`src/rtl/mem_access_unit.sv`:
```
// Data-memory access stage: turns byte/half/word loads and stores into word-aligned
// bus transactions with byte enables, stalls the CPU while the access is in flight.
module mem_access_unit #(
    parameter int TIMEOUT_CYCLES = 16,
    parameter int CNT_W          = 5
) (
    input  logic        clk,
    input  logic        rst,
    input  logic        memRead,
    input  logic        memWrite,
    input  logic [1:0]  memDataSize,
    input  logic        memBitExt,
    input  logic [31:0] addr,
    input  logic [31:0] wdata,
    output logic [31:0] rdata,
    output logic        stall,
    output logic        access_err,
    output logic        bus_err,
    output logic        mem_req,
    output logic        mem_we,
    output logic [29:0] mem_addr,
    output logic [31:0] mem_wdata,
    output logic [3:0]  mem_be,
    input  logic [31:0] mem_rdata,
    input  logic        mem_ack,
    output logic [1:0]  dbgState
);

    typedef enum logic [1:0] {
        IDLE = 2'd0,
        BUSY = 2'd1,
        DONE = 2'd2
    } stateType;

    localparam logic [1:0] SIZE_WORD = 2'd0;
    localparam logic [1:0] SIZE_HALF = 2'd1;
    localparam logic [1:0] SIZE_BYTE = 2'd2;
    localparam logic [1:0] SIZE_BAD  = 2'd3;

    stateType   state;
    stateType   nextState;
    logic [CNT_W-1:0] waitCnt;

    logic [1:0] latSize;
    logic       latExt;
    logic [1:0] latLo;

    logic        access;
    logic        invalidReq;
    logic        timeoutHit;
    logic [3:0]  storeBe;
    logic [31:0] storeData;
    logic [31:0] loadData;
    logic [15:0] halfLane;
    logic [7:0]  byteLane;

    assign access   = memRead | memWrite;
    assign dbgState = state;

    always_comb begin
        invalidReq = 1'b0;
        if (memRead && memWrite)
            invalidReq = 1'b1;
        if (memDataSize == SIZE_BAD)
            invalidReq = 1'b1;
        if (memDataSize == SIZE_WORD && addr[1:0] != 2'b00)
            invalidReq = 1'b1;
        if (memDataSize == SIZE_HALF && addr[0])
            invalidReq = 1'b1;
    end

    assign timeoutHit = (waitCnt == CNT_W'(TIMEOUT_CYCLES - 1));

    // Store data is replicated across all lanes; the byte enables pick the real one.
    always_comb begin
        storeBe   = 4'b1111;
        storeData = 32'h0;
        if (memWrite) begin
            case (memDataSize)
                SIZE_HALF: begin
                    storeBe   = addr[1] ? 4'b1100 : 4'b0011;
                    storeData = {2{wdata[15:0]}};
                end
                SIZE_BYTE: begin
                    storeBe   = 4'b0001 << addr[1:0];
                    storeData = {4{wdata[7:0]}};
                end
                default: begin
                    storeBe   = 4'b1111;
                    storeData = wdata;
                end
            endcase
        end
    end

    always_comb begin
        halfLane = latLo[1] ? mem_rdata[31:16] : mem_rdata[15:0];
        byteLane = 8'h0;
        case (latLo)
            2'd0:    byteLane = mem_rdata[7:0];
            2'd1:    byteLane = mem_rdata[15:8];
            2'd2:    byteLane = mem_rdata[23:16];
            default: byteLane = mem_rdata[31:24];
        endcase
    end

    // latExt=1 means zero extension.
    always_comb begin
        loadData = mem_rdata;
        case (latSize)
            SIZE_HALF: loadData = latExt ? {16'h0, halfLane} : {{16{halfLane[15]}}, halfLane};
            SIZE_BYTE: loadData = latExt ? {24'h0, byteLane} : {{24{byteLane[7]}}, byteLane};
            default:   loadData = mem_rdata;
        endcase
    end

    // Bus handshake: mem_req rises at the edge that leaves IDLE, stays high with all
    // bus outputs stable, and falls at the edge that samples mem_ack (or the timeout).
    always_comb begin
        nextState = state;
        stall     = 1'b0;
        case (state)
            IDLE: begin
                if (access && !invalidReq) begin
                    stall     = 1'b1;
                    nextState = BUSY;
                end
            end
            BUSY: begin
                stall = 1'b1;
                if (mem_ack || timeoutHit)
                    nextState = DONE;
            end
            DONE: begin
                nextState = IDLE;
            end
            default: begin
                nextState = IDLE;
            end
        endcase
        if (rst)
            stall = 1'b0;
    end

    always_ff @(posedge clk) begin
        if (rst) begin
            state      <= IDLE;
            waitCnt    <= '0;
            latSize    <= 2'd0;
            latExt     <= 1'b0;
            latLo      <= 2'd0;
            rdata      <= 32'h0;
            mem_req    <= 1'b0;
            mem_we     <= 1'b0;
            mem_addr   <= 30'h0;
            mem_wdata  <= 32'h0;
            mem_be     <= 4'h0;
            access_err <= 1'b0;
            bus_err    <= 1'b0;
        end else begin
            state      <= nextState;
            access_err <= 1'b0;
            bus_err    <= 1'b0;
            case (state)
                IDLE: begin
                    if (access) begin
                        if (invalidReq) begin
                            access_err <= 1'b1;
                        end else begin
                            mem_req   <= 1'b1;
                            mem_we    <= memWrite;
                            mem_addr  <= addr[31:2];
                            mem_be    <= storeBe;
                            mem_wdata <= storeData;
                            latSize   <= memDataSize;
                            latExt    <= memBitExt;
                            latLo     <= addr[1:0];
                            waitCnt   <= '0;
                        end
                    end
                end
                BUSY: begin
                    if (mem_ack) begin
                        if (!mem_we)
                            rdata <= loadData;
                        mem_req <= 1'b0;
                        mem_we  <= 1'b0;
                        mem_be  <= 4'h0;
                    end else if (timeoutHit) begin
                        mem_req <= 1'b0;
                        mem_we  <= 1'b0;
                        mem_be  <= 4'h0;
                        rdata   <= 32'h0;
                        bus_err <= 1'b1;
                    end else begin
                        waitCnt <= waitCnt + CNT_W'(1);
                    end
                end
                default: begin
                end
            endcase
        end
    end

endmodule

```
`config.mk`:
```
export PLATFORM = sky130hd
export DESIGN_NAME = mem_access_unit
export DESIGN_NICKNAME = d
export VERILOG_FILES = /design/src/rtl/mem_access_unit.sv
export SDC_FILE = /design/constraint.sdc
export NUM_CORES = 1
export LEC_CHECK = 0
export CAP_MARGIN = 20
export CORE_ASPECT_RATIO = 0.8
export CORE_MARGIN = 4
export CORE_UTILIZATION = 48
export CTS_BUF_LIST = sky130_fd_sc_hd__clkbuf_8
export CTS_CLUSTER_SIZE = 10
export DETAILED_ROUTE_END_ITERATION = 8
export GPL_ROUTABILITY_DRIVEN = 0
export PLACE_DENSITY = 0.89
export SYNTH_ARGS = -nofsm -noshare
export SYNTH_HDL_FRONTEND = slang
export SYNTH_SLANG_ARGS = --single-unit
```
`constraint.sdc`:
```
create_clock -name clk -period 3.7 [get_ports clk]
set_input_delay 0.74 -clock clk [delete_from_list [all_inputs] [get_ports clk]]
set_output_delay 0.74 -clock clk [all_outputs]
set_load 0.01 [all_outputs]
```
# ---- After elaboration in Yosys (flattened, before gate mapping)
# Index checks and enable logic that the tools add are counted.
dict set report word_totals {
  inputBits 104
  word_cells 99
  register_bits 114
  out_inout_bits 105
}
dict set report op_classes {
  mux 43
  n_shift 1
  reduce_logical 19
  n_addsub 1
  n_eq_ne 17
  bitwise 5
}
# operator count
set op_table {}
lappend op_table {{$mux W32} 6}
lappend op_table {{$pmux W32 S2} 2}
lappend op_table {{$mux W4} 6}
lappend op_table {{$pmux W8 S3} 1}
lappend op_table {{$mux W5} 4}
lappend op_table {{$mux W16} 1}
lappend op_table {{$pmux W4 S2} 2}
lappend op_table {{$mux W1} 14}
lappend op_table {{$ne A2 B2 Y1 const B} 7}
lappend op_table {{$pmux W5 S2} 1}
lappend op_table {{$eq A2 B1 Y1 const B} 4}
lappend op_table {{$eq A2 B2 Y1 const B} 4}
lappend op_table {{$logic_not A2 Y1} 3}
lappend op_table {{$pmux W1 S2} 3}
lappend op_table {{$reduce_and A3 Y1} 2}
lappend op_table {{$reduce_bool A2 Y1} 3}
lappend op_table {{$reduce_or A3 Y1} 2}
lappend op_table {{$add A5 B1 Y5 const B} 1}
lappend op_table {{$eq A5 B4 Y1 const B} 1}
lappend op_table {{$reduce_and A5 Y1} 1}
lappend op_table {{$logic_and A1 B1 Y1} 4}
lappend op_table {{$mux W2} 2}
lappend op_table {{$not A1 Y1} 4}
lappend op_table {{$pmux W2 S2} 1}
lappend op_table {{7 further kinds} 7}

# ---- Longest topological paths before layout
dict set report depth {
  depth_word 10
  depth_mapped 9
  depth_no_buf 7
}

# ---- Least setup slack after synthesis
# No wires, ideal clock.
dict set report synth_path {
  path_kind {in2out}
  start {input port memDataSize[0]}
  end {output port stall}
  stages 8
  t_required_ns 2.960
  n_path_buf 2
  t_arrival_ns 1.921
  setup_slack_ns 1.039
  path_cell_list {inv_1 -> ha_1 -> a21oi_2 -> o2111a_1 -> buf_4 -> buf_4 -> nor2_1 -> nor3_1}
}
dict set report synth_via {
  elab_chain_cells 9
  elab_cells_between_ends 13
  classes_between {2 x eq/ne; 6 x mux; 5 x reduce/logical}
}
# element line
set synth_rtl {}
lappend synth_rtl {{start, declared} 11} ;# input logic [1:0] memDataSize,
lappend synth_rtl {{$eq A2 B2 Y1 or $logic_not A2 Y1 (tied branches)} {64, 66}}
lappend synth_rtl {{$mux W1 or $logic_and A1 B1 Y1 (tied branches)} {64, 66}}
lappend synth_rtl {{$mux W1} 66} ;# if (memDataSize == SIZE_WORD && addr[1:0] != 2'b00)
lappend synth_rtl {{$mux W1 *} 68} ;# if (memDataSize == SIZE_HALF && addr[0])
lappend synth_rtl {{$logic_not A1 Y1 *} 124} ;# if (access && !invalidReq) begin
lappend synth_rtl {{$logic_and A1 B1 Y1 *} 124}
lappend synth_rtl {{$mux W1 *} 124}
lappend synth_rtl {{$pmux W1 S2 *} 122} ;# case (state)
lappend synth_rtl {{$mux W1 *} 141} ;# if (rst)
lappend synth_rtl {{end, declared} 16} ;# output logic stall,
# Every way passes the cells marked *; elsewhere a longest branch is shown, timed or not.

# ---- Worst setup path in the final report
# Ends and elaborated chain as after synthesis.

==> out/results.tsv <==
stage	metric	value	unit
detailed_routing	drtIter0Drc	463	
timing	fmaxAchievable	286	MHz
pwr	power_frac_seq	0.405	
timing	min_period	3490	ps
detailed_routing	dr.pass1.iters	5	
timing	hold_viol_final	0	
die	start_util	0.499	
detailed_routing	wire_per_inst	18.1	microns
worst_setup_path	cp.arrival	2750	ps
synthesis	syn_inst	578	
synthesis	synth_ff_type	dfxtp_1	
pwr	internal_power	2.41	mW
detailed_routing	avgViaCountPerCell	5.61	
timing	setup_viol	0	
worst_hold_path	hold_class	register to register	
synthesis	synth_edf_count	0	
flow_run	drv_cap	0	
timing	min_period_over_period	0.944	
synthesis	syn_area_per_cell	8.97	sq um
synthesis	synth-seq-area-share	0.440	
die	die_width	124	microns
clock_tree	cts_tree	built	
timing	hold_slack	459	ps
die	dieArea	12500	sq um
worst_setup_path	criticalPathCategory	primary input to primary output	
clock_tree	cts_made_buffers	17	
detailed_routing	vias	5198	
global_routing	antenna_found_initial	0	
clock_tree	clock_path_buffers	2	
clock_tree	clockRootBuffer	clkbuf_8	
clock_tree	clk_pin_slew	70	ps
die	dieHeight	101	microns
synthesis	yosys.area.top_type_share	0.440	
global_routing	grt_util_all_layers	0.266	
pwr	share_comb_of_total_power	0.194	
final_layout	fin_util	0.748	
placed_design	place_hpwl	12200	microns
timing	relSlewSlack	0.442	
pwr	p_per_area	426	nW/um^2
timing	postLayoutSetupSlackWorst	208	ps
detailed_routing	drc_errors	0	
global_routing	grt_overflow	0	
clock_tree	cts_resized	0	
pwr	p_clk_frac	0.401	
worst_hold_path	hp-start	mem_addr[7]$_SDFFE_PP0P_	
synthesis	ys_ff_latch	114	
timing	tns	0	ps
worst_setup_path	cp.required	2960	ps
pwr	p_sw_frac	0.272	
timing	slew_viol_final	0	
final_layout	area_delta_synth_final	50.0	%
pwr	p_sw	902	uW
final_layout	fillers	725	
synthesis	synth.cell_area	5190	sq um
timing	grt_setup_unrepaired	false	
placed_design	portBuffers	208	
clock_tree	htree_num_levels	4	
pwr	ir_worst_vdd	0.364	mV
pwr	fin_total_pwr	3.31	mW
detailed_routing	wirelength	16700	microns
final_layout	nets	886	
clock_tree	clkLatencyLatePin	440	ps
worst_setup_path	worst_setup_path_end_kind	primary output	
outcome	outcome	complete, no violations	
synthesis	yosysTopAreaCell	dfxtp_1	
global_routing	grt_max_degree	49	
die	core_region_area	10400	sq um
global_routing	grt_pass1_vias	5238	
final_layout	drive_above_1_share	0.111	
pwr	p_leak	2.71	nW
worst_setup_path	cp-start-kind	primary input	
synthesis	netlist_top_cells_area	dfxtp_1, a21oi_1, nand2_1, o21ai_0, nand3b_1	
detailed_routing	route.antenna.remaining_nets	0	
global_routing	grt_pass1_wl	26900	microns
clock_tree	clock_sink_count	114	
worst_setup_path	crit-reg2reg-launch	latSize[0]$_SDFFE_PP0P_	
worst_setup_path	critPathMaxFanout	4	
worst_setup_path	crit_start	memDataSize[0]	
synthesis	ys_types	58	
clock_tree	cts_hold_buf	0	
final_layout	multi_input_area	2660	sq um
clock_tree	post_cts_buffers	0	
die	num_io_pins	209	
synthesis	synth_fp_nets	690	
final_layout	antenna_cells	0	
placed_design	pre_cts_ws	218	ps
final_layout	seq_area	2280	sq um
timing	max_slew.worst_pin.slew	836	ps
synthesis	ys_warn_count	0	
timing	skew	6.42	ps
synthesis	synth-async-reset-ratio	0	
die	row_count	33	
[metal layers]
layer  wire length [microns]  up-vias  part of all wire  GRT usage
li1                        -     2456                 -          -
met1                    6700     2457              0.40      0.307
met3                    1460       35             0.087     0.0953
met5                       0        -                 0          0
met4                     337        0             0.020     0.0910
met2                    8240      250              0.49      0.461
[final timing paths]
| kind | endpoint | slack (ps) | cells after the start |
|---|---|---|---|
| worst max-delay path | stall | 210 | 8 |
| worst min-delay path | mem_addr[7]$_SDFFE_PP0P_ | 460 | 2 |
| worst max register to register | rdata[27]$_SDFFE_PP0P_ | 1140 | 6 |
| worst min register to register | mem_addr[7]$_SDFFE_PP0P_ | 460 | 2 |
[kinds of logic (layout without fill, tap and decap cells)]
family,Yosys count,after routing,synth area share
compound gates,206,206,0.277
simple gates,185,185,0.183
flops,114,114,0.440
buf+inv,51,260,0.0511
mux,11,11,0.0241
fa+ha+maj,8,8,0.0193
xor+xnor,3,3,0.00507
[power groups by stage]
| stage | Clock (mW) | Sequential [mW] | Combinational [mW] |
|---|---|---|---|
| detailed placement | 0 | 1.37 | 0.637 |
| finish | 1.33 | 1.34 | 0.643 |
| floorplan | 0 | 1.39 | 0.295 |
| global placement | 0 | 1.36 | 0.613 |
| global route | 1.42 | 1.35 | 0.692 |
| CTS | 1.35 | 1.34 | 0.642 |
[state kept, by name, summed over array words and instances, names as in the netlist, 2 cells and up]
register   flops
dbgState       2
latLo          2
latSize        2
mem_addr      30
mem_be         4
mem_wdata     32
rdata         32
waitCnt        5
[Yosys cell counts (all sizes together), types with 6 or more instances]
master,number
mux2,9
o31ai,8
nand2,82
o21ai,54
nand3,6
a21oi,69
a22oi,15
nor3,6
a31oi,10
ha,8
nand2b,7
clkbuf,18
dfxtp,114
a21boi,7
nor2,28
nand3b,24
nor2b,19
buf,24
inv,7
a22o,9
o2bb2ai,25
[worst max-delay path, cell delays in order]
cell and delay [ps]:
clkdlybuf4s50_1 530, inv_1 80, ha_1 230, a21oi_2 160, o2111a_1 240, nor2_1 50
nor3_1 130, clkdlybuf4s50_1 600
[layout make-up]
type | instances | area share
inverters | 9 | 0.00434
well taps | 140 | 0.0225
repair buffers | 219 | 0.280
clock inverters | 15 | 0.0278
clock buffers | 17 | 0.0301
multi-input cells | 413 | 0.342
flip-flops and latches | 114 | 0.293
[placed cells by master, fill, tap and decap left out, types with 2 or more instances in the layout]
cell and instances:
mux2i_1 2, nand2b_1 7, a21oi_1 68, xor2_1 3
ha_1 8, clkinv_4 2, o2bb2ai_2 10, bufinv_16 5
nor3_1 6, nand3b_1 24, a22oi_1 15, or2_2 2
clkinvlp_4 3, a31oi_1 9, clkinv_1 2, clkinv_2 2
o31ai_2 8, a21boi_0 7, nand3_1 6, buf_4 9
o2bb2ai_1 15, inv_1 9, nand2_1 82, o21ai_0 48
clkdlybuf4s50_1 207, nor2b_1 18, dfxtp_1 114, o21ai_1 5
clkbuf_8 17, nor2_1 26, a22o_1 8, mux2_2 8
[per-stage QoR]
step                instances  area [sq um]
floorplan                 578          5190
global placement          894          7320
detailed placement        895          7330
CTS                       927          7780
global route              927          7780
finish                    927          7780
No activity file was read; power rests on OpenSTA's default activity.
